File: config.mk
export PLATFORM = sky130hd
export DESIGN_NAME = logic_unit_arbiter
export DESIGN_NICKNAME = d
export VERILOG_FILES = /design/src/rtl/logic_arb_pkg.sv /design/src/rtl/rr_arb2.sv /design/src/rtl/logic_unit_arbiter.sv
export SDC_FILE = /design/constraint.sdc
export NUM_CORES = 1
export LEC_CHECK = 0
export CELL_PAD_IN_SITES_DETAIL_PLACEMENT = 1
export CELL_PAD_IN_SITES_GLOBAL_PLACEMENT = 2
export CORE_ASPECT_RATIO = 0.75
export CORE_UTILIZATION = 21
export DETAILED_ROUTE_END_ITERATION = 7
export PLACE_DENSITY_LB_ADDON = 0.1
export REMOVE_ABC_BUFFERS = 1
export SLEW_MARGIN = 25
export SYNTH_ARGS = -nofsm -noshare
export SYNTH_HDL_FRONTEND = slang
export SYNTH_SLANG_ARGS = --single-unit
File: constraint.sdc
create_clock -name clk -period 1.77 [get_ports clk]
set_clock_uncertainty 0.15 [all_clocks]
set_input_delay 0.2655 -clock clk [delete_from_list [all_inputs] [get_ports clk]]
set_output_delay 0.2655 -clock clk [all_outputs]
set_load 0.01 [all_outputs]
File: src/rtl/logic_arb_pkg.sv
// Shared types and constants for the two-requester logic-unit arbiter.
// Latency: n/a (declarations only).
// Backpressure: n/a.
package logic_arb_pkg;

    // Transaction FSM encoding
    typedef enum logic [1:0] {
        IDLE  = 2'b00,
        ISSUE = 2'b01,
        RESP  = 2'b10
    } state_t;

    // Opcodes passed unmodified to the shared logic unit
    localparam logic [1:0] OP_AND  = 2'b00;
    localparam logic [1:0] OP_OR   = 2'b01;
    localparam logic [1:0] OP_NOTA = 2'b10;
    localparam logic [1:0] OP_NAND = 2'b11;

endpackage

File: src/rtl/rr_arb2.sv
// Two-way pointer-based grant selection; the pointer breaks ties only.
// Latency: purely combinational.
// Backpressure: none; the caller qualifies the grant with its own state.
module rr_arb2 (
    input  logic i_vld0,
    input  logic i_vld1,
    input  logic i_ptr,
    output logic o_gnt
);

    // A lone requester always wins; on contention the pointer decides
    assign o_gnt = (i_vld0 & i_vld1) ? i_ptr : i_vld1;

endmodule

File: src/rtl/logic_unit_arbiter.sv
// Shares one external combinational logic unit between two requesters.
// Latency: accept edge N, operands on lu_* during ISSUE, response after edge N+1.
// Backpressure: one transaction in flight; RESP holds until the granted rsp_ready.
module logic_unit_arbiter
    import logic_arb_pkg::*;
#(
    parameter int W = 8
) (
    input  logic         clk,
    input  logic         rst_n,
    input  logic         req0_valid,
    output logic         req0_ready,
    input  logic [W-1:0] req0_a,
    input  logic [W-1:0] req0_b,
    input  logic [1:0]   req0_op,
    input  logic         req1_valid,
    output logic         req1_ready,
    input  logic [W-1:0] req1_a,
    input  logic [W-1:0] req1_b,
    input  logic [1:0]   req1_op,
    output logic         rsp0_valid,
    input  logic         rsp0_ready,
    output logic [W-1:0] rsp0_data,
    output logic         rsp1_valid,
    input  logic         rsp1_ready,
    output logic [W-1:0] rsp1_data,
    output logic [W-1:0] lu_a,
    output logic [W-1:0] lu_b,
    output logic [1:0]   lu_ctrl,
    input  logic [W-1:0] lu_s,
    output logic         busy
);

    state_t       r_state;
    state_t       w_state_nxt;
    logic         r_ptr;
    logic         r_gnt;
    logic [W-1:0] r_a;
    logic [W-1:0] r_b;
    logic [1:0]   r_op;
    logic [W-1:0] r_res;

    logic         w_gnt;
    logic         w_idle;
    logic         w_accept;
    logic         w_rsp_take;

    rr_arb2 u_rr_arb2 (
        .i_vld0 (req0_valid),
        .i_vld1 (req1_valid),
        .i_ptr  (r_ptr),
        .o_gnt  (w_gnt)
    );

    assign w_idle = (r_state == IDLE);

    // Readies are gated by rst_n so they read 0 while reset is held
    assign req0_ready = rst_n & w_idle & req0_valid & ~w_gnt;
    assign req1_ready = rst_n & w_idle & req1_valid &  w_gnt;
    assign w_accept   = req0_ready | req1_ready;
    assign w_rsp_take = (r_state == RESP) & (r_gnt ? rsp1_ready : rsp0_ready);

    // State register
    always_ff @(posedge clk or negedge rst_n) begin
        if (!rst_n) begin
            r_state <= IDLE;
        end else begin
            r_state <= w_state_nxt;
        end
    end

    // Next-state logic: accept -> one issue cycle -> hold response until taken
    always_comb begin
        w_state_nxt = r_state;
        case (r_state)
            IDLE:    if (w_accept)   w_state_nxt = ISSUE;
            ISSUE:                   w_state_nxt = RESP;
            RESP:    if (w_rsp_take) w_state_nxt = IDLE;
            default:                 w_state_nxt = IDLE;
        endcase
    end

    // Operand capture on accept, result capture at end of ISSUE, pointer flip on completion
    always_ff @(posedge clk or negedge rst_n) begin
        if (!rst_n) begin
            r_a   <= '0;
            r_b   <= '0;
            r_op  <= '0;
            r_gnt <= 1'b0;
            r_res <= '0;
            r_ptr <= 1'b0;
        end else begin
            if (w_accept) begin
                r_a   <= w_gnt ? req1_a  : req0_a;
                r_b   <= w_gnt ? req1_b  : req0_b;
                r_op  <= w_gnt ? req1_op : req0_op;
                r_gnt <= w_gnt;
            end
            if (r_state == ISSUE) begin
                r_res <= lu_s;
            end
            if (w_rsp_take) begin
                r_ptr <= ~r_gnt;
            end
        end
    end

    // The logic unit sees the registered operands, which only change on accept
    assign lu_a    = r_a;
    assign lu_b    = r_b;
    assign lu_ctrl = r_op;

    assign rsp0_valid = (r_state == RESP) & ~r_gnt;
    assign rsp1_valid = (r_state == RESP) &  r_gnt;
    assign rsp0_data  = rsp0_valid ? r_res : '0;
    assign rsp1_data  = rsp1_valid ? r_res : '0;

    assign busy = ~w_idle;

endmodule

==> results.md, run 1 <==
- Status: complete, but fails checks
- Failing checks: negative setup slack
- Final Power: around 3.7 mW
- Relative slew slack: 72.59%
- DRC viols: 0
- Mapped Avg Cell Area: 9.839 um^2
- Fill cells: 808
- Initial core utilization: between 20% and 30%
- Die Y: ~76 um
- Count of TritonRoute iterations in the first routing pass: 6
- Drt wl/cell: approximately 14 um
- Via count: around 1.5k
- Site row count: 26
- Synth Warn #: 0
- Area Overhead vs Synth: 84.89%
- Final min period: 1851 ps
- Largest net degree at the start of global routing: 31
- Vias in the first global route: 1390
- F_max: 540.2 MHz
- Slowest cell on the critical path: dfrtp_1
- Total wire length: between 4000 and 5000 um
- CP Capture Type: output port
- Number of synthesized flops with an enable pin: 0
- Hold Crit Class: in -> async
- Leakage power: 1.395 nW
- Worst-Skew Late Latency: around 270 ps
- Dpl hpwl: about 3600 um
- Die Area: ~0.0076 mm^2
- # nets final: approximately 310
- Ant diodes: 0
- Final setup viols: 11
- Critical path arrival: 1440 ps
- Worst EP required: 1350 ps
- Slew at the pin closest to its max-slew limit: about 410 ps
- Max clock buf depth: 2
- GR Util All Layers: 13.38%
- Initial drt markers: 91
- Total CTS buffers: 5
- Synth top cells by count: 55 x inv_1, 30 x dfrtp_1, 18 x a222oi_1, 10 x and3_1, 9 x and2_1
- Synthesized cell area: 0.001515 mm^2
- Crit path cell chain: and2b_2, nor2b_4, buf_6, and2_4, buf_6
- Initial antenna violation count: 0
- CP Launch Type: flop
- Max-cap violations: 0
- Reg area: 750.7 um^2
- Hold buffers post-CTS: 0
- Final Cell Area: about 0.0028 mm^2
- Crit Path Class: reg -> out
- Syn Inst Count: around 150
- Most used cell, CP: buf_6
- Layout cells sized above 1: 28.52%
- Clk sink count: 30
- Post-synth top area cell: dfrtp_1
- Multi-input logic area: 584.3 um^2
- Core area: 0.006897 mm^2
- Endpoints failing hold: 0
- Gpl congestion: approximately 0.64
- #FFs+latches synth: 30
- Final worst path period share: 104.6%
- Final setup margin: -81.11 ps
- H-tree lvl count: 2
- Ys flop type: dfrtp_1
- VDD IR max: between 0.0004 and 0.0005 V
- Post-placement setup slack: -450.4 ps
- Synth async-reset ratio: 100.0%
- Crit-path max FO: 5
- Total grt overflow: 0
- Io pins: 89
- Worst R2R Start: r_state[1]
- Most common cell in the netlist: inv_1
- Die X: ~100 um
- Synth cell types: 21
- Ranking of synthesized cells by area: dfrtp_1 50%, inv_1 14%, a222oi_1 12%
- Vias per inst: 4.155
- First-pass GRT wire length: 7672 um
- Critical path's largest stage delay: 390 ps
- Register area share after synthesis: slightly below 50%
- Placed Area: between 0.002 and 0.003 mm^2
- Worst-path clk slew: 60 ps
- CP startpoint: r_state[0]
- Port Buffers: 88
- TritonCTS clock tree: built
- Clk root buf: clkbuf_8
- Post-route ant nets: 0
- Cell Pwr Density: 1308 mW/mm^2
- RSZ-0062 raised after global routing: true
- Yosys top cell area share: about half
- Slew Limit Fails: 0
## area by class of cell
type	count	share of cell area [%]
Multi-Input combinational cell	60	20.86
Sequential cell	30	26.80
Clock buffer	7	2.724
Timing Repair Buffer	104	37.87
Tap cell	98	4.377
Inverter	55	7.369
## worst max-delay path: cells and delay by family (launching register included)
kind | cells | cell delay, ps
and+or+nand+nor | 3 | 540
buffers and inverters | 2 | 230
DFF | 1 | 390
## metal layers
metal	global-route usage [%]	vias up	routed length (um)
li1	-	703	-
met1	19.20	709	2392
met2	19.23	55	2122
met3	5.138	4	422
met4	2.415	0	29
met5	0	-	0
## per-stage QoR
stage / utilization (%) / setup TNS [ps] / hold slack, ps / instances
2_1_floorplan: - / 0 / -180.1 / 145
3_3_place_gp: 37.05 / -6806 / 356.0 / 341
3_5_place_dp: 37.05 / -6867 / 365.3 / 341
4_1_cts: 38.04 / -980.2 / 332.2 / 352
5_1_grt: 40.62 / -1903 / 360.0 / 354
6_report: 40.62 / -630.8 / 310.8 / 354
## power by group
part | leakage, nW | switching [mW] | internal [mW] | total, mW
sequential | 0.336 | 0.218 | 1.01 | 1.23
combinational | 1.02 | 0.754 | 1.17 | 1.93
clock | 0.0383 | 0.238 | 0.270 | 0.508
## path summary, 6_finish.rpt
path / to / cells past startpoint / slack (ps)
setup reg to reg: lu_b[5] / 6 / 80
setup / recovery: rsp0_data[1] / 5 / -80
hold reg to reg: r_res[3] / 1 / 400
hold / removal: r_res[3] / 2 / 310
min in group clk: lu_ctrl[1] / 3 / 390
max in group asynchronous: lu_b[6] / 2 / 870
## placed cells by master, fill, tap and decap left out, types with 2 or more instances in the layout
cell and count:
and3_4 9, clkbuf_8 5, a222oi_1 18, inv_1 55
buf_6 24, clkbuf_1 2, mux2_2 8, clkdlybuf4s50_1 67
and2_4 9, a21o_1 2, dfrtp_1 30, nand2_1 3
buf_12 2, buf_4 10
## sequential cells by signal, indices dropped and copies added, names as in the netlist
| signal | cells |
|---|---|
| lu_ctrl | 2 |
| r_gnt | 1 |
| lu_b | 8 |
| lu_a | 8 |
| r_ptr | 1 |
| r_res | 8 |
| r_state | 2 |
## cell families after synthesis
family | share of synthesized area [%]
and+or+nand+nor | 11.64
AOI/OAI and AO/OA | 14.37
muxes | 6.606
buffers and inverters | 17.84
DFF | 49.55
## timing repair
| action | in CTS | in global routing |
|---|---|---|
| endpoints found under the setup margin | 21 | 29 |
| pin swaps | 9 | 0 |
| gates resized for setup | 98 | 36 |
| cloned | 1 | 0 |
| setup buffers | 3 | 2 |
No activity file was read; power rests on OpenSTA's default activity.
==> inputs of run 2 (changes only) <==
--- a/config.mk
+++ b/config.mk
@@ -5,9 +5,11 @@
 export SDC_FILE = /design/constraint.sdc
 export NUM_CORES = 1
 export LEC_CHECK = 0
+export CAP_MARGIN = 20
 export CELL_PAD_IN_SITES_DETAIL_PLACEMENT = 1
 export CELL_PAD_IN_SITES_GLOBAL_PLACEMENT = 2
 export CORE_ASPECT_RATIO = 0.75
+export CORE_MARGIN = 8
 export CORE_UTILIZATION = 21
 export DETAILED_ROUTE_END_ITERATION = 7
 export PLACE_DENSITY_LB_ADDON = 0.1
==> run 2 against run 1 <==
The run still ends with negative setup slack left. Global-route usage decreased by 2.1 points. Sequential share of layout area increased by 1.1 points. Cell count decreased by 0.56%. Wire length increased by 13%. Flip-flop and latch count unchanged. Core utilization decreased by 1.5 points. Hold slack got worse by 27 ps. Fmax decreased by 1.5%. Non-clock buffer count decreased by 3. Final area decreased by 3.6%. Count of clock-buffer cells in the layout decreased by 1. Critical path type unchanged. Critical endpoint is now rsp0_data[3].
==> results.md, run 2 (same netlist as run 1, synthesis figures left out) <==
- Status: complete, but fails checks (unchanged)
- Failing checks: negative setup slack (unchanged)
- Top Family by Delay on Critical Path: simple AND/OR/NAND/NOR gates (unchanged)
- H-tree lvl count: 2 (unchanged)
- Initial core utilization: 21.97% (unchanged)
- Dpl hpwl: 4075 um (was 3604 um)
- Initial drt markers: 59 (was 91)
- Total grt overflow: 0 (unchanged)
- R2R Path End: lu_ctrl[1] (was lu_b[5])
- Leakage power: 1.381 nW (was 1.395 nW)
- Die X: 114.1 um (was 100.1 um)
- Worst-path clk slew: 70 ps (was 60 ps)
- Gpl congestion: 0.6597 (was 0.6377)
- Final setup margin: -108.9 ps (was -81.11 ps)
- Worst-Skew Late Latency: 280 ps (was 270 ps)
- CP bufs+invs: 2 (unchanged)
- Met3 WL: 489 um (was 422 um)
- Cell Pwr Density: 1337 mW/mm^2 (was 1308 mW/mm^2)
- Io pins: 89 (unchanged)
- RSZ-0062 raised after global routing: true (unchanged)
- Max clock buf depth: 2 (unchanged)
- Hold Crit Class: in -> async (unchanged)
- Worst EP required: 1350 ps (about the same)
- Clk sink count: 30 (unchanged)
- Vias in the first global route: 1580 (was 1390)
- Final min period: 1879 ps (was 1851 ps)
- Crit path cell chain: and2b_1, nor2b_4, buf_6, and2_4, buf_6 (was and2b_2, nor2b_4, buf_6, and2_4, buf_6)
- Slew at the pin closest to its max-slew limit: 402.4 ps (was 411.2 ps)
- Fin util: 39.15% (was 40.62%)
- TritonCTS clock tree: built (unchanged)
- Critical path's largest stage delay: 390 ps (about the same)
- Final worst path period share: 106.2% (was 104.6%)
- GR Util All Layers: 11.26% (was 13.38%)
- Final setup viols: 18 (was 11)
- Top layer in use: met4 (unchanged)
- Fill cells: 799 (was 808)
- Crit-path max FO: 5 (unchanged)
- Post-route ant nets: 0 (unchanged)
- Largest net degree at the start of global routing: 31 (unchanged)
- Count of TritonRoute iterations in the first routing pass: 5 (was 6)
- Endpoints failing hold: 0 (unchanged)
- CP startpoint: r_state[0] (unchanged)
- Initial antenna violation count: 0 (unchanged)
- CP Capture Type: output port (unchanged)
- Hold Slack: 284.0 ps (was 310.8 ps)
- Area Overhead vs Synth: 78.20% (was 84.89%)
- Core area: 0.006897 mm^2 (unchanged)
- Total CTS buffers: 5 (unchanged)
- Hold buffers post-CTS: 0 (unchanged)
- VDD IR max: 0.0004932 V (was 0.0004391 V)
- Die Area: 0.01022 mm^2 (was 0.007562 mm^2)
- Port Buffers: 88 (unchanged)
- Reg2reg path depth: 7 (was 6)
- CP Launch Type: flop (unchanged)
- Slew Limit Fails: 0 (unchanged)
- Clk root buf: clkbuf_8 (unchanged)
- Die Y: 89.56 um (was 75.56 um)
- R2R setup slack: -20 ps (was 80 ps)
- First-pass GRT wire length: 8838 um (was 7672 um)
- WP depth: 5 (unchanged)
- Drt wl/cell: 15.89 um (was 14.03 um)
- Most common cell after layout, fill and taps aside: clkdlybuf4s50_1 (unchanged)
- Via count: 1459 (was 1471)
- Most used cell, CP: buf_6 (unchanged)
- DRC viols: 0 (unchanged)
- F_max: 532.2 MHz (was 540.2 MHz)
- Vias per inst: 4.145 (was 4.155)
- Ant diodes: 0 (unchanged)
- Max-cap violations: 0 (unchanged)
- Crit path capture: rsp0_data[3] (was rsp0_data[1])
- Crit Path Class: reg -> out (unchanged)
- Worst R2R Start: r_state[0] (was r_state[1])
- # nets final: 303 (was 306)
- Critical path arrival: 1460 ps (was 1440 ps)
- Final TNS setup: -1020 ps (was -630.8 ps)
- Metal2 WL: 2399 um (was 2122 um)
- Total wire length: 5593 um (was 4967 um)
- Layout cells sized above 1: 26.38% (was 28.52%)
- Relative slew slack: 73.17% (was 72.59%)
- Slowest cell on the critical path: dfrtp_1 (unchanged)
- Commonest non-fill, non-tap cells in the layout: 67 x clkdlybuf4s50_1, 55 x inv_1, 29 x dfrtp_1 (was 67 x clkdlybuf4s50_1, 55 x inv_1, 30 x dfrtp_1)
- Site row count: 26 (unchanged)
- Post-placement setup slack: -467.3 ps (was -450.4 ps)
- Post-Route M1 WL: 2677 um (was 2392 um)
-- run 2: cell count changes in the layout (fill, tap and decap cells not counted), moves of 2 or more --
cell	delta
buf_6	-8
and3_4	-5
clkbuf_1	-2
and3_1	+5
buf_4	-2
buf_2	+8
-- run 2: repair_timing --
action,4_1_cts,5_1_grt
pin swaps,7,0
gates cloned,1,0
buffers inserted,3,0
gates resized for setup,107,13
endpoints found under the setup margin,21,38
hold endpoints to repair,0,0
-- run 2: worst min path at each step --
stage | startpoint | endpoint | slack (ps)
detailed placement | r_res[6] | r_res[6] | 360
global placement | r_res[1] | r_res[1] | 360
finish | rst_n | lu_a[1] | 280
CTS | rst_n | lu_a[1] | 290
floorplan | rst_n | lu_a[0] | -180
global route | rst_n | lu_a[1] | 330
-- run 2: report_power, final --
group,internal [mW],switching (mW)
Sequential,1.01,0.212
Clock,0.312,0.271
Combinational,1.05,0.746
-- run 2: layer usage --
| layer | up-vias | GRT usage (%) |
|---|---|---|
| li1 | 695 | - |
| met3 | 4 | 5.128 |
| met1 | 714 | 14.53 |
| met5 | - | 0 |
| met2 | 46 | 16.60 |
| met4 | 0 | 2.888 |
-- run 2: area by class of cell --
class	count	area, um^2	share of cell area, %
timing repair buffer	101	975.9	36.14
sequential	30	752.0	27.85
multi-input combinational	60	548.0	20.30
inverter	55	206.4	7.646
tap	98	122.6	4.541
clock buffer	6	82.58	3.058
clock inverter	2	12.51	0.4634
-- run 2: stage by stage --
step / power (mW) / area, um^2 / std cells
finish: 3.610 / 2700 / 352
global route: 3.885 / 2700 / 352
CTS: 3.624 / 2654 / 352
detailed placement: 2.950 / 2535 / 340
global placement: 2.944 / 2535 / 340
floorplan: 1.914 / 1451 / 145
